===== src/rtl/hsv_pwm_cycler_pkg.sv =====
// Shared types for the HSV PWM colour cycler: wheel sector and operating mode.
package hsv_pwm_pkg;

    typedef enum logic [2:0] {S0, S1, S2, S3, S4, S5} sector_e;

    typedef enum logic [1:0] {
        HUE     = 2'd0,
        BREATHE = 2'd1,
        HOLD    = 2'd2,
        OFF     = 2'd3
    } mode_e;

    function automatic sector_e next_sector(input sector_e s);
        return (s == S5) ? S0 : sector_e'(s + 3'd1);
    endfunction

endpackage


===== src/rtl/hsv_pwm_cycler_pwm_channel.sv =====
// One LED channel: duty latched at frame wrap, compared against the frame count, registered.
module pwm_channel #(
    parameter int unsigned PWM_BITS   = 8,
    parameter bit          ACTIVE_LOW = 1'b1
) (
    input  logic                clk,
    input  logic                rst_n,
    input  logic [PWM_BITS-1:0] duty,
    input  logic [PWM_BITS-1:0] frame,
    output logic                pwm_o
);
    logic [PWM_BITS-1:0] duty_q, duty_d;
    logic [PWM_BITS-1:0] frame_nxt;
    logic                out_q, out_d;

    always_comb begin
        frame_nxt = frame + 1'b1;
        duty_d    = (frame == '1) ? duty : duty_q;
        // Compare with the upcoming frame value so the registered level lines up with frame
        out_d     = (frame_nxt < duty_d) ^ ACTIVE_LOW;
    end

    always_ff @(posedge clk or negedge rst_n) begin
        if (!rst_n) begin
            duty_q <= '0;
            out_q  <= ACTIVE_LOW;
        end else begin
            duty_q <= duty_d;
            out_q  <= out_d;
        end
    end

    assign pwm_o = out_q;

endmodule


===== src/rtl/hsv_pwm_cycler.sv =====
// HSV colour-wheel LED driver: a prescaled phase walker feeding three PWM channels.
module hsv_pwm_cycler
    import hsv_pwm_pkg::*;
#(
    parameter int unsigned CLK_HZ     = 12000000,
    parameter int unsigned PERIOD_MS  = 1000,
    parameter int unsigned PWM_BITS   = 8,
    parameter bit          ACTIVE_LOW = 1'b1
) (
    input  logic       clk,
    input  logic       rst_n,
    input  logic [1:0] mode,
    input  logic       pause,
    output logic       RGB_R,
    output logic       RGB_G,
    output logic       RGB_B,
    output logic       cycle_done
);
    localparam int unsigned STEPS    = 2 ** PWM_BITS;
    localparam int unsigned TICK_DIV = (CLK_HZ / 1000 * PERIOD_MS) / (6 * STEPS);
    localparam int unsigned PRE_W    = (TICK_DIV > 1) ? $clog2(TICK_DIV) : 1;
    localparam logic [PRE_W-1:0] PRE_LAST = PRE_W'(TICK_DIV - 1);

    if (TICK_DIV == 0) begin : g_tick_div_check
        $error("hsv_pwm_cycler: TICK_DIV must be at least 1");
    end

    mode_e               mode_s;
    logic [PRE_W-1:0]    pre_q, pre_d;
    logic [PWM_BITS-1:0] idx_q, idx_d;
    sector_e             sec_q, sec_d;
    logic [PWM_BITS-1:0] frame_q, frame_d;
    logic                done_q, done_d;
    logic                run;
    logic [PWM_BITS-1:0] rise, fall;
    logic [PWM_BITS-1:0] duty_r, duty_g, duty_b;

    assign mode_s = mode_e'(mode);

    always_comb begin
        pre_d   = pre_q;
        idx_d   = idx_q;
        sec_d   = sec_q;
        done_d  = 1'b0;
        frame_d = frame_q + 1'b1;
        run     = !pause && (mode_s != HOLD);
        if (run) begin
            if (pre_q == PRE_LAST) begin
                pre_d = '0;
                idx_d = idx_q + 1'b1;
                if (idx_q == '1) begin
                    sec_d  = next_sector(sec_q);
                    done_d = (sec_q == S5);
                end
            end else begin
                pre_d = pre_q + 1'b1;
            end
        end
    end

    always_ff @(posedge clk or negedge rst_n) begin
        if (!rst_n) begin
            pre_q   <= '0;
            idx_q   <= '0;
            sec_q   <= S0;
            frame_q <= '0;
            done_q  <= 1'b0;
        end else begin
            pre_q   <= pre_d;
            idx_q   <= idx_d;
            sec_q   <= sec_d;
            frame_q <= frame_d;
            done_q  <= done_d;
        end
    end

    always_comb begin
        duty_r = '0;
        duty_g = '0;
        duty_b = '0;
        rise   = idx_q;
        fall   = ~idx_q;
        if (mode_s == BREATHE) begin
            if (sec_q inside {S0, S2, S4}) begin
                duty_r = rise;
                duty_g = rise;
                duty_b = rise;
            end else begin
                duty_r = fall;
                duty_g = fall;
                duty_b = fall;
            end
        end else if (mode_s != OFF) begin
            case (sec_q)
                S0:      begin duty_r = '1;   duty_g = rise; end
                S1:      begin duty_r = fall; duty_g = '1;   end
                S2:      begin duty_g = '1;   duty_b = rise; end
                S3:      begin duty_g = fall; duty_b = '1;   end
                S4:      begin duty_r = rise; duty_b = '1;   end
                default: begin duty_r = '1;   duty_b = fall; end
            endcase
        end
    end

    pwm_channel #(.PWM_BITS(PWM_BITS), .ACTIVE_LOW(ACTIVE_LOW)) u_chan_r (
        .clk(clk), .rst_n(rst_n), .duty(duty_r), .frame(frame_q), .pwm_o(RGB_R)
    );
    pwm_channel #(.PWM_BITS(PWM_BITS), .ACTIVE_LOW(ACTIVE_LOW)) u_chan_g (
        .clk(clk), .rst_n(rst_n), .duty(duty_g), .frame(frame_q), .pwm_o(RGB_G)
    );
    pwm_channel #(.PWM_BITS(PWM_BITS), .ACTIVE_LOW(ACTIVE_LOW)) u_chan_b (
        .clk(clk), .rst_n(rst_n), .duty(duty_b), .frame(frame_q), .pwm_o(RGB_B)
    );

    assign cycle_done = done_q;

endmodule


===== config.mk =====
export PLATFORM = sky130hd
export DESIGN_NAME = hsv_pwm_cycler
export DESIGN_NICKNAME = d
export VERILOG_FILES = /design/src/rtl/hsv_pwm_cycler_pkg.sv /design/src/rtl/hsv_pwm_cycler_pwm_channel.sv /design/src/rtl/hsv_pwm_cycler.sv
export SDC_FILE = /design/constraint.sdc
export NUM_CORES = 1
export LEC_CHECK = 0
export BUFFER_PORTS_ARGS = -buffer_cell sky130_fd_sc_hd__buf_2
export CAP_MARGIN = 25
export CELL_PAD_IN_SITES_DETAIL_PLACEMENT = 0
export CELL_PAD_IN_SITES_GLOBAL_PLACEMENT = 1
export CORE_ASPECT_RATIO = 0.6
export CORE_MARGIN = 2
export CORE_UTILIZATION = 33
export DETAILED_ROUTE_END_ITERATION = 10
export GPL_TIMING_DRIVEN = 0
export HOLD_SLACK_MARGIN = 0.06
export PLACE_DENSITY = 0.69
export SLEW_MARGIN = 25
export SYNTH_ARGS = -nofsm -noshare
export SYNTH_HDL_FRONTEND = slang
export SYNTH_SLANG_ARGS = --single-unit

===== constraint.sdc =====
create_clock -name clk -period 4.3 [get_ports clk]
set_input_delay 0.43 -clock clk [delete_from_list [all_inputs] [get_ports clk]]
set_output_delay 0.43 -clock clk [all_outputs]
set_load 0.02 [all_outputs]

==> results.txt, run 1 <==
- Filler cell count in the final layout: 1,249
- The analysis attributes to net switching a power of 0.000390 W.
- Clock input transition at the sequential cells of the worst setup and hold paths: 0.05 ns
- Share of the clock period used by the worst path after layout: 80.2%
- Routed vias: 3,341
* Peak clock frequency supported by timing: 290 MHz
- Crit path capture type: flip-flop
- Slew at the pin with the worst max-slew slack: 0.759 ns
* Delay contributed by the slowest stage of the critical path: 0.44 ns
- Wire length per cell after detailed routing: 16.4 um
- CP startpoint kind: flip-flop
* Setup repair after global routing missed its margin: no
- Worst IR Drop VDD: 0.154 mV
* Total nets after synthesis: 481
- In this run the horizontal extent of the chip is 146 um.
- Max Fanout on Critical Path: 10
- Number of setup buffers added after CTS: 0
- The run finished with clean final reports.
* Combinational share of power: 10.7%
- The routed design has 10,500 um of wire.
- After synthesis, the share of cell area in mux cells is 4.00%.
- Clock tree synthesis selected as its root buffer the cell clkbuf_16.
- Dividing total power by cell area gives a power density of 331 nW/um2.
- Across every metal layer, demand over resource in global routing totals 17.3%.
* Max Cap Violations: 0
- For this configuration, the core starts out at a cell density of 33.5%.
- Final setup skew: 0.00588 ns
- Clock tree synthesis inserted a total of 9 buffers.
* DRT Pass-1 Iters: 5
* Post-Syn Area per Cell: 8.91 um2
- STA puts the critical path data arrival time at 3.70 ns.
- The first global-routing pass estimated 17,100 um of wire.
* Cell breakdown of the critical path: clkbuf_1, and2_1, ha_1, clkbuf_1, o21ba_2, a21oi_1, o211ai_1, nand3_1, o21ai_0, ha_1, and4_1, o21ai_0, a21oi_1, a211oi_1, o31ai_1
* Die Area: 13,100 um2
- Class of the most critical setup path: flip-flop to flip-flop
* Clk Latency, worst-skew pair: 0.33 ns
* Port bufs: 8
* Share of total power consumed by net switching: 25.7%
- After detailed routing, the number of vias per cell comes to 5.21.
- Broken down by cell family, the worst path's largest delay share belongs to compound AO/OA/AOI/OAI gates.
- After synthesis, the share of flip-flops with an asynchronous set or reset is 100%.
- Clock tree from TritonCTS: yes
- Combinational family with the most area after synthesis: simple AND/OR/NAND/NOR gates
- Post-Synth Adder-Cell Area: 8.12%
* Sum of net half-perimeters after detailed placement: 8080 um
- The path with the worst hold slack has its endpoint at pre_q[1].
- Reg2Reg Depth: 15
- Share of layout cells above drive strength 1: 12.0%
- The synthesized design contains 60 register bits.
* Multi-input gate area: 2330 um2
- HP Start: pause
- Synth-to-layout area growth: 14.5%
* Count of antenna diodes in the layout: 0
* EDFF count, synth: 0
- Reg-to-reg critical path endpoint: u_chan_r.pwm_o
* Initial antenna violation count: 0
- The total overflow left after global routing is 0.
* I/O Pins: 9
- The synthesized netlist devotes 7.21% of its cell area to XOR and XNOR gates.
- Fraction of the yosys area taken by sequential cells: 37.6%
- Number of endpoints failing setup at the final stage: 0
* Headroom to the max-slew limit: 48.9%
- Int Power: 0.00113 W
- Launching point of the worst reg2reg path: sec_q[1]
- Across all register-to-register paths, the minimum setup slack is 0.85 ns.
- Static Leakage: 1.94 nW
- Number of buffers and inverters on the critical path: 2
- Post-Syn Area: 4010 um2
- Number of clock sinks: 60
- Cells fill 38.4% of the core in the end.
- Synth Flop Type: dfrtp_1
- Setup TNS after final layout: 0 ns
- In this run, the number of DRC markers left after iteration 0 of detailed routing was 321.
- Total Nets Final: 502
* Synth Area in Compound Gates: 17.8%
- Remaining antenna violation count after routing: 0
- Hold Path Depth: 4
- In this run, the clock network consumes 48.3% of the power.
- Counting along the longest clock path gives a buffer depth of 2.
- After detailed routing, the number of remaining DRC violations is 0.
- Total power after layout: 0.00152 W
- Number of distinct standard cells referenced by the synthesized netlist: 49
* Maximum number of pins on one net before global-route repair: 34
- The number of global-route vias before repair came to 3,212.
- Row cnt: 31
- Data on the critical path is required at its endpoint by 4.55 ns.
* Class of the tightest hold or removal check: input pin to flip-flop
- CTS H-Tree Depth: 3
- Among all stages on the critical path, the largest delay is contributed by dfrtp_1.
- The congestion estimate from routability-driven global placement came to 0.902.
* Die height: 89.4 um
- Simple-Gate Fraction of Synth Area: 21.2%
- For this run, the number of Yosys warnings is 0.
- The clock period could shrink to 3.45 ns.
- Number of hold violations in the final report: 0
* Relative contribution of sequential cells to total power: 41.0%
- In the final layout, flip-flops and latches occupy 1510 um2.
- Final max-slew violation count: 0
- Number of cells produced by synthesis: 450
- The floorplan step defined a core boundary enclosing 11,900 um2.
-- flip-flops by register name, indices dropped and copies added (netlist names) --
name	cells
u_chan_r.pwm_o	1
sec_q	3
idx_q	8
frame_q	8
u_chan_g.pwm_o	1
u_chan_g.duty_q	8
cycle_done	1
pre_q	13
u_chan_b.duty_q	8
u_chan_r.duty_q	8
u_chan_b.pwm_o	1
-- cells by family (layout without fill, tap and decap cells) --
family	after synthesis	count (layout)
and+or+nand+nor	166	166
xor gates and xnor gates	33	33
adders and majority gates	26	26
AOI/OAI and AO/OA	112	112
muxes	15	15
buffers and inverters	38	64
DFF	60	60
-- power by group through the flow --
stage	clock, W	combinational, W	sequential [W]
2_1_floorplan	0	0.000112	0.000626
3_3_place_gp	0	0.000155	0.000631
3_5_place_dp	0	0.000159	0.000632
4_1_cts	0.000750	0.000161	0.000622
5_1_grt	0.000776	0.000183	0.000627
6_report	0.000734	0.000162	0.000623
-- worst min-delay path, cell delays in order --
cell,delay (ns)
buf_2,0.11
nor2_1,0.08
nand3_1,0.08
nand2_1,0.05
-- layout make-up --
type / count / share of cell area [%]
plain buffers: 31 / 3.08
clock buffers: 12 / 5.59
clock inverters: 4 / 1.04
inverters: 7 / 0.572
multi-input cells: 352 / 50.9
flip-flops and latches: 60 / 32.8
well taps: 165 / 4.50
repair buffers: 10 / 1.58
-- synth_stat cells (4+ instances only) --
cell,number,share of area [%]
mux2i_1,7,1.7
and2_1,12,1.9
xor2_1,10,2.2
o21ai_0,46,5.7
nor3_1,10,1.2
nand4_1,10,1.6
o2111ai_1,7,1.5
nor2b_1,10,1.6
xnor2_1,23,5.0
nor4b_2,4,1.5
nand3_1,15,1.9
o211ai_1,9,1.7
ha_1,26,8.1
a21oi_1,21,2.6
buf_2,8,1.0
clkbuf_1,20,1.9
nor2_1,40,3.7
and4_1,4,0.87
and3_1,4,0.62
o21a_1,8,1.5
nand2_1,51,4.8
dfrtp_1,57,36
mux2_2,7,2.0
a21o_1,6,1.1
-- metrics by stage --
| step | worst slack (ns) | instances | hold slack [ns] | instance area [um2] |
|---|---|---|---|---|
| finish | 0.853 | 641 | 0.454 | 4590 |
| global route | 0.597 | 641 | 0.485 | 4590 |
| CTS | 0.864 | 641 | 0.449 | 4590 |
| detailed placement | 0.894 | 624 | 0.379 | 4280 |
| global placement | 0.916 | 623 | 0.448 | 4250 |
| floorplan | 1.33 | 450 | 0.134 | 4010 |
-- how the worst max path moves through the flow --
stage | start | endpoint | depth (start not counted) | slack [ns]
6_report | sec_q[1] | u_chan_r.pwm_o | 15 | 0.85
5_1_grt | sec_q[1] | u_chan_r.pwm_o | 15 | 0.60
4_1_cts | frame_q[0] | u_chan_b.pwm_o | 12 | 0.86
3_5_place_dp | frame_q[0] | u_chan_b.pwm_o | 12 | 0.89
3_3_place_gp | sec_q[1] | u_chan_r.pwm_o | 15 | 0.92
2_1_floorplan | frame_q[0] | u_chan_b.pwm_o | 12 | 1.33
-- routing by layer --
metal  up-vias  wire length [um]  part of all wire (%)  global-route usage (%)
li1       1646                 -                     -                       -
met1      1590              5580                    53                    25.8
met5         -                 0                     0                       0
met3        11               738                   7.0                    4.54
met4         0               148                   1.4                    5.83
met2        94              4020                    38                    24.1
-- cells in the final DEF, fill, tap and decap left out, drive strengths merged, types with 4 or more instances in the layout --
| cell type | count |
|---|---|
| dfrtp | 57 |
| nand2 | 51 |
| o21ai | 46 |
| nor2 | 40 |
| clkbuf | 32 |
| ha | 26 |
| xnor2 | 23 |
| a21oi | 22 |
| buf | 20 |
| nand3 | 15 |
| and2 | 12 |
| nor2b | 10 |
| nor3 | 10 |
| nand4 | 10 |
| xor2 | 10 |
| o211ai | 9 |
| o21a | 8 |
| mux2 | 8 |
| o2111ai | 7 |
| mux2i | 7 |
| a21o | 6 |
| inv | 6 |
| and3 | 4 |
| and4 | 4 |
| nor4b | 4 |
-- what timing repair did --
action | in CTS | in global routing
hold buffers | 1 | 0
hold endpoints to repair | 26 | 0
gates resized for setup | 0 | 0
Note: power is estimated with default switching activity, not from simulation.
==> inputs of run 2 (changes only) <==
ABC_AREA = 1   (was default)
PLACE_DENSITY = 0.71   (was 0.69)
clock period = 3.6 ns   (was 4.3 ns; I/O delays follow)
==> run 2 against run 1 <==
Net effect:
- synthesized cell count up 9.8%
- non-clock buffer count is 18 lower
- utilization up 0.60 points
- design area is 4.9% lower
- maximum frequency increased by 20%
- die area down 5.9%
- clock skew fell by 0.0027 ns
- global-route usage down 0.28 points
==> results.txt, run 2 <==
- Share of the clock period used by the worst path after layout: 79.8% (-0.37 points)
- The tightest min-delay check is of the input pin to flip-flop type.
- Max Cap Violations: 0 (unchanged)
* GR Util All Layers: 17.1% (-0.28 points)
* Crit path capture type: flip-flop
- The largest net degree at the start of global routing came to 37 (+8.8%).
- TritonCTS built the clock tree.
- Total power after layout: 0.00195 W (+29%)
- The worst-case clock buffer depth came to 2 (unchanged).
* Setup TNS after final layout: 0 ns (unchanged)
- Cell breakdown of the critical path: ha_1, nand2_1, inv_1, nand2_1, nor2_1, buf_2, buf_2, o21a_1, inv_1, ha_1, a21oi_1, nor2_1, a211oi_1, nand2_1
* Total Nets Final: 546 (+8.8%)
- The floorplan die height is 86.7 um (-3.0%).
- The share of flip-flops with an asynchronous set or reset after synthesis was 100% (unchanged).
- Outcome: finished, final reports clean
* Static Leakage: 2.20 nW (+13%)
- Yosys instantiated no cell more often than nand2_1.
* Root buffer selected by CTS: clkbuf_16
* Post-Syn Area: 3760 um2 (-6.2%)
- CTS H-Tree Depth: 3 (unchanged)
- By count the netlist is led by nand2_1, inv_1, dfrtp_1.
- The count of input and output buffers is 8 (unchanged).
* Final setup skew: 0.00322 ns (-0.00266 ns)
* Number of setup buffers added after CTS: 0 (unchanged)
- Period minus WS final: 2.87 ns (-0.574 ns)
- Clk Latency, worst-skew pair: 0.33 ns (about the same)
* Filler cell count in the final layout: 1,160 (-7.1%)
* Wire length per cell after detailed routing: 14.2 um (-13%)
- STA classifies the critical path startpoint as a flip-flop.
* Post-Route Utilization: 39.0% (+0.60 points)
* Slew at the pin with the worst max-slew slack: 0.536 ns (-0.223 ns)
- Endpoint required time on the critical path: 3.85 ns (-0.70 ns)
* Seq. cell area: 1510 um2 (unchanged)
- The count of inserted antenna diode cells was 0 (unchanged).
- The fraction of final layout cells sized beyond drive strength 1 is 9.42% (-2.6 points).
- In the synthesized netlist the dominant register cell turns out to be dfrtp_1.
* Routed vias: 3,287 (-1.6%)
- The final-report max-slew violation count was 0 (unchanged).
- DRC viols: 0 (unchanged)
* Die extent in x: 142 um (-3.0%)
* Library cell appearing most often on the critical path: nand2_1
- The average footprint of a synthesized cell was 7.61 um2 (-15%).
- Final cell area excluding filler cells: 4370 um2 (-4.9%)
- Number of cells produced by synthesis: 494 (+9.8%)
- Worst IR Drop VDD: 0.235 mV (+53%)
* Synth-to-layout area growth: 16.1%
* Headroom to the max-slew limit: 64.2% (+15 points)
- The count of standard-cell rows came to 30 (-3.2%).
* Fraction of post-synthesis cell area in the top cell type by area: 37.9% (+2.3 points)
- The clock input transition at the sequential cells of the worst setup and hold paths came to 0.05 ns (about the same).
- Total power density per cell area: 448 nW/um2 (+35%)
* Setup repair after global routing missed its margin: no
* Reg with most FFs: pre_q
- Number of distinct standard cells referenced by the synthesized netlist: 29 (-41%)
- Reg2Reg Depth: 14 (-1)
- The sum of routed wire length over all layers was 9400 um (-10%).
- The worst-path maximum fanout was 10 (unchanged).
- Number of endpoints failing setup at the final stage: 0 (unchanged)
* Dominant cell type by area after synthesis: dfrtp_1
- Final-layout worst hold slack: 0.421 ns (-0.0331 ns)
- EDFF count, synth: 0 (unchanged)
- DRT Pass-1 Iters: 5 (unchanged)
* Number of clock sinks: 60 (unchanged)
- Via count of the first global-routing pass: 3,067 (-4.5%)
- Leaving out fill and tap cells, the most frequent cell in the layout is nand2_1.
* FF+latch count, synth: 60 (unchanged)
- The average vias per placed instance was 4.95 (-5.0%).
- Total clock buffers created by CTS: 9 (unchanged)
- Hold Path Depth: 5 (+1)
- Most frequent cells in the layout: nand2_1, inv_1, dfrtp_1
* I/O Pins: 9 (unchanged)
- Number of hold violations in the final report: 0 (unchanged)
- The total nets after synthesis came to 525 (+9.1%).
- Post-DP Area: 4000 um2 (-6.4%)
- The area occupied by multi-input gates is 1910 um2 (-18%).
- Arrival time at the worst endpoint: 3.13 ns (-0.57 ns)
- Delay contributed by the slowest stage of the critical path: 0.44 ns (about the same)
- The highest achievable clock rate is 348 MHz (+20%).
- Placer Congestion: 0.892 (-1.1%)
- Global-route wire length before repair: 16,000 um (-6.9%)
- Die Area: 12,300 um2 (-5.9%)
* Top area cells in the synthesized netlist: dfrtp_1, nand2_1, ha_1, inv_1, nor2_1
- Sum of net half-perimeters after detailed placement: 7290 um (-9.9%)
- The post-CTS resize count was 0 (unchanged).
* Class of the most critical setup path: flip-flop to flip-flop
* Master of the slowest instance on the critical path: dfrtp_1
* Fraction of the yosys area taken by sequential cells: 40.0% (+2.5 points)
- The number of flip-flops in the largest register was 13 (unchanged).
* Core area: 11,200 um2 (-6.4%)
- The number of DRC markers in iteration 0 came to 240 (-25%).
* Initial Util: 33.6% (+0.078 points)
- The initial antenna violation count is 0 (unchanged).
- The total of warnings raised by yosys was 0 (unchanged).
* Congestion Overflow GR: 0 (unchanged)
- The number of antenna-violating nets in the routed design was 0 (unchanged).
[run 2: cells by family (layout without fill, tap and decap cells)]
group / Yosys count / in the layout / share of synthesized area (%)
AOI/OAI and AO/OA: 82 / 82 / 13.9
xor gates and xnor gates: 14 / 14 / 3.26
adders and majority gates: 26 / 26 / 8.65
buffers and inverters: 90 / 116 / 9.11
DFF: 60 / 60 / 40.0
and+or+nand+nor: 222 / 222 / 25.0
[run 2: worst max-delay path, delay by kind of cell (launching register included)]
family,cells,cell delay (ns)
buf+inv,4,0.72
simple gates,5,0.61
compound gates,3,0.51
flops,1,0.44
fa+ha+maj,2,0.50
[run 2: final timing paths]
check                      slack [ns]                  to          startpoint
max in group asynchronous        2.55      u_chan_r.pwm_o               rst_n
setup / recovery                 0.73      u_chan_g.pwm_o          frame_q[0]
setup reg to reg                 0.73      u_chan_g.pwm_o          frame_q[0]
hold / removal                   0.42  u_chan_b.duty_q[0]             mode[0]
min in group asynchronous        0.47           pre_q[11]               rst_n
hold reg to reg                  0.48  u_chan_r.duty_q[0]  u_chan_r.duty_q[0]
[run 2: stage by stage]
stage | std cells | setup slack (ns)
after detailed placement | 647 | 0.671
after CTS | 664 | 0.646
after floorplan | 494 | 1.36
after global placement | 646 | 0.713
after global routing | 664 | 0.364
final | 664 | 0.727
[run 2: area by class of cell]
cell class | count | share of cell area [%]
flip-flops and latches | 60 | 34.5
inverters | 77 | 6.62
multi-input cells | 344 | 43.8
repair buffers | 10 | 1.66
clock buffers | 12 | 5.88
clock inverters | 4 | 2.18
well taps | 144 | 4.13
plain buffers | 13 | 1.23
[run 2: layer usage]
layer	part of all wire (%)	vias up	wire (um)	global-route usage, %
met2	35	98	3340	21.4
met4	0.92	0	86	4.45
li1	-	1655	-	-
met3	7.2	7	680	4.86
met1	56	1527	5290	27.6
met5	0	-	0	0
[run 2: power breakdown]
part | leakage, nW | internal [W] | switching (W) | total, W
clock | 0.173 | 0.000712 | 0.000301 | 0.00101
combinational | 1.29 | 0.0000516 | 0.000111 | 0.000163
sequential | 0.734 | 0.000721 | 0.0000574 | 0.000778
[run 2: repair_timing]
| action | 4_1_cts | 5_1_grt |
|---|---|---|
| endpoints found under the hold margin | 24 | 0 |
| hold buffers | 1 | 0 |
| setup endpoints to repair | 0 | 0 |
==> inputs of run 3 (changes only) <==
clock period = 2.83 ns   (was 3.6 ns; I/O delays follow)
==> run 3 against run 2 <==
Net effect:
- maximum frequency rose by 12%
- design area increased by 0.63%
- highest routed layer unchanged
- die area unchanged
- worst setup slack got worse by 0.46 ns
- global-route usage unchanged
- non-clock buffer count unchanged
- final cell count unchanged
- clock skew grew 0.00058 ns
==> results.txt, run 3 (same netlist as run 2, synthesis figures left out) <==
- The flow ran to the end, and the final reports show no timing, DRC or antenna violations.
* Endpoint, Worst Hold: u_chan_b.duty_q[0]
* HP Start: mode[0]
- Drt total wl: 9380 um (-0.13%)
- The number of DRC markers in iteration 0 was 267 (+11%).
- The leakage power is 2.20 nW (about the same).
- Setup repair after global routing left no endpoint under its margin.
- Clock tree from TritonCTS: yes
* Worst IR Drop VDD: 0.298 mV (+27%)
- The number of nets in the layout came to 546 (unchanged).
- The relative slew slack came to 59.3% (-4.9 points).
- Port bufs: 8 (unchanged)
* Slew at the pin with the worst max-slew slack: 0.610 ns (+0.0738 ns)
* Number of flip-flops in the largest register: 13 (unchanged)
- By startpoint and endpoint, the worst setup path is classified as flip-flop to flip-flop.
- Number of hold violations in the final report: 0 (unchanged)
- The floorplan die height came to 86.7 um (unchanged).
- Maximum number of pins on one net before global-route repair: 37 (unchanged)
* Cell family with most CP delay: compound AO/OA/AOI/OAI gates
- The fraction of final layout cells sized beyond drive strength 1 came to 10.4% (+0.96 points).
* Delay contributed by the slowest stage of the critical path: 0.46 ns (+0.02 ns)
* Class of the tightest hold or removal check: input pin to flip-flop
- The number of maximum-capacitance constraint violations was 0 (unchanged).
- The signal arrival time at the worst endpoint came to 2.82 ns (-0.31 ns).
- Sum of net half-perimeters after detailed placement: 7290 um (unchanged)
* Root buffer selected by CTS: clkbuf_16
- The worst-case clock buffer depth was 2 (unchanged).
- Global-route wire length before repair: 16,000 um (unchanged)
- Final max-slew violation count: 0 (unchanged)
- Crit path capture type: flip-flop
- The via total after detailed routing was 3,272 (-0.46%).
* Row cnt: 30 (unchanged)
- Most frequent cells in the layout: nand2_1, inv_1, dfrtp_1
* Synth-to-layout area growth: 16.8%
* Die extent in x: 142 um (unchanged)
* Total clock buffers created by CTS: 9 (unchanged)
- DRC viols: 0 (unchanged)
- The signal on the critical path passes through nand2_1, inv_1, ha_1, a21oi_1, nand2_2, o211ai_1, nand2_1, nand2_1, o21a_1, inv_1, ha_1, a21oi_1, nor2_1, a211oi_1, nand2_1.
* Count of antenna diodes in the layout: 0 (unchanged)
- The initial antenna violation count was 0 (unchanged).
- Reg-to-reg critical path endpoint: u_chan_r.pwm_o
* CP startpoint kind: flip-flop
* Filler cell count in the final layout: 1,158 (-0.17%)
- pre_q holds more flip-flops than any other register.
- Most common cell after layout, fill and taps aside: nand2_1
- Reg2Reg Depth: 15 (+1)
- Internal reg-to-reg setup slack: 0.27 ns (-0.46 ns)
- By instance count, the cell type seen most on the critical path is nand2_1.
- The period utilization was 90.5% (+11 points).
- The final routed wire length divided by cell count came to 14.1 um (-0.13%).
- The number of instances on the worst hold path was 5 (unchanged).
- Peak clock frequency supported by timing: 390 MHz (+12%)
* Number of clock sinks: 60 (unchanged)
* Number of endpoints failing setup at the final stage: 0 (unchanged)
* Die Area: 12,300 um2 (unchanged)
- The post-route minimum period is 2.56 ns (-0.310 ns).
- Core area: 11,200 um2 (unchanged)
* Via count of the first global-routing pass: 3,068 (+0.033%)
- CTS H-Tree Depth: 3 (unchanged)
- Endpoint required time on the critical path: 3.08 ns (-0.77 ns)
- DRT Pass-1 Iters: 5 (unchanged)
- Placer Congestion: 0.892 (unchanged)
- The overall global routing resource usage came to 17.1% (unchanged).
- The final non-filler cell total came to 664 (unchanged).
- The share of the core filled with cells in the final layout came to 39.3% (+0.25 points).
- The clock skew after layout is 0.00380 ns (+0.000578 ns).
* Multi-input gate area: 1930 um2 (+0.98%)
- The combined flip-flop and latch cell area came to 1510 um2 (+0.25%).
- Ratio of routed vias to standard cells: 4.93 (-0.46%)
- The total power per unit cell area came to 566 nW/um2 (+26%).
* Clk Latency, worst-skew pair: 0.33 ns (about the same)
* Launching point of the worst reg2reg path: sec_q[1]
- Congestion Overflow GR: 0 (unchanged)
- The worst path buffer plus inverter count is 2 (-2).
- Clock input transition at the sequential cells of the worst setup and hold paths: 0.05 ns (about the same)
- Max Fanout on Critical Path: 8 (-2)
* Initial Util: 33.6% (unchanged)
- The boundary pin count came to 9 (unchanged).
* Remaining antenna violation count after routing: 0 (unchanged)
- Number of placed instances with taps included: 647 (unchanged)
- The slowest stage of the critical path belongs to the cell dfrtp_2.
## run 3: cell types whose count changed in the layout (fill, tap and decap cells not counted)
cell / delta
buf_4: +2
nor2_4: +1
nor2_1: -1
a21oi_1: -1
a21oi_4: +1
buf_2: -2
dfrtp_2: +3
dfrtp_1: -3
## run 3: worst register-to-register path, stage by stage (launching register included)
cell and delay [ns]:
dfrtp_2 0.46, nand2_1 0.17, inv_1 0.08, ha_1 0.24, a21oi_1 0.16, nand2_2 0.18
o211ai_1 0.13, nand2_1 0.07, nand2_1 0.08, o21a_1 0.14, inv_1 0.05, ha_1 0.31
a21oi_1 0.13, nor2_1 0.05, a211oi_1 0.16, nand2_1 0.08
## run 3: power by group
part           leakage [nW]  switching, W  internal (W)
Combinational          1.29      0.000143     0.0000662
Sequential            0.732     0.0000741      0.000917
Clock                 0.173      0.000380      0.000906
Total                  2.20      0.000597       0.00189
## run 3: what timing repair did
item                                   4_1_cts  5_1_grt
endpoints found under the hold margin       24        0
setup buffers                                0        0
gates resized for setup                      2        8
setup endpoints to repair                    2        3
hold buffers                                 1        0
## run 3: through the flow
step | setup WS (ns) | TNS [ns] | hold slack [ns] | cell area (um2) | total power, W
after global placement | -0.0575 | -0.0575 | 0.470 | 3980 | 0.00119
after floorplan | 0.591 | 0 | -0.0126 | 3760 | 0.00112
final | 0.268 | 0 | 0.350 | 4390 | 0.00249
after CTS | 0.0664 | 0 | 0.345 | 4370 | 0.00251
after global routing | 0.00778 | 0 | 0.401 | 4390 | 0.00260
after detailed placement | -0.0987 | -0.121 | 0.223 | 4000 | 0.00121
## run 3: metal layers
metal	track usage (%)	routed length, um
met3	4.86	670
met2	21.4	3330
met4	4.45	70
met1	27.6	5320
met5	0	0
## run 3: worst max path at each step
stage | start | end | slack (ns) | cells past startpoint
after floorplan | sec_q[0] | u_chan_r.pwm_o | 0.59 | 15
after global placement | frame_q[0] | u_chan_g.pwm_o | -0.06 | 14
after detailed placement | frame_q[0] | u_chan_g.pwm_o | -0.1 | 14
after CTS | frame_q[0] | u_chan_g.pwm_o | 0.07 | 14
after global routing | sec_q[1] | u_chan_g.pwm_o | 0.008 | 14
final | sec_q[1] | u_chan_r.pwm_o | 0.27 | 15
## run 3: cell type report
cell class              instances  area share (%)
inverters                      77            6.58
plain buffers                  13            1.34
multi-input cells             344            44.0
clock buffers                  12            5.84
repair buffers                 10            1.65
flip-flops and latches         60            34.3
clock inverters                 4            2.16
well taps                     144            4.10
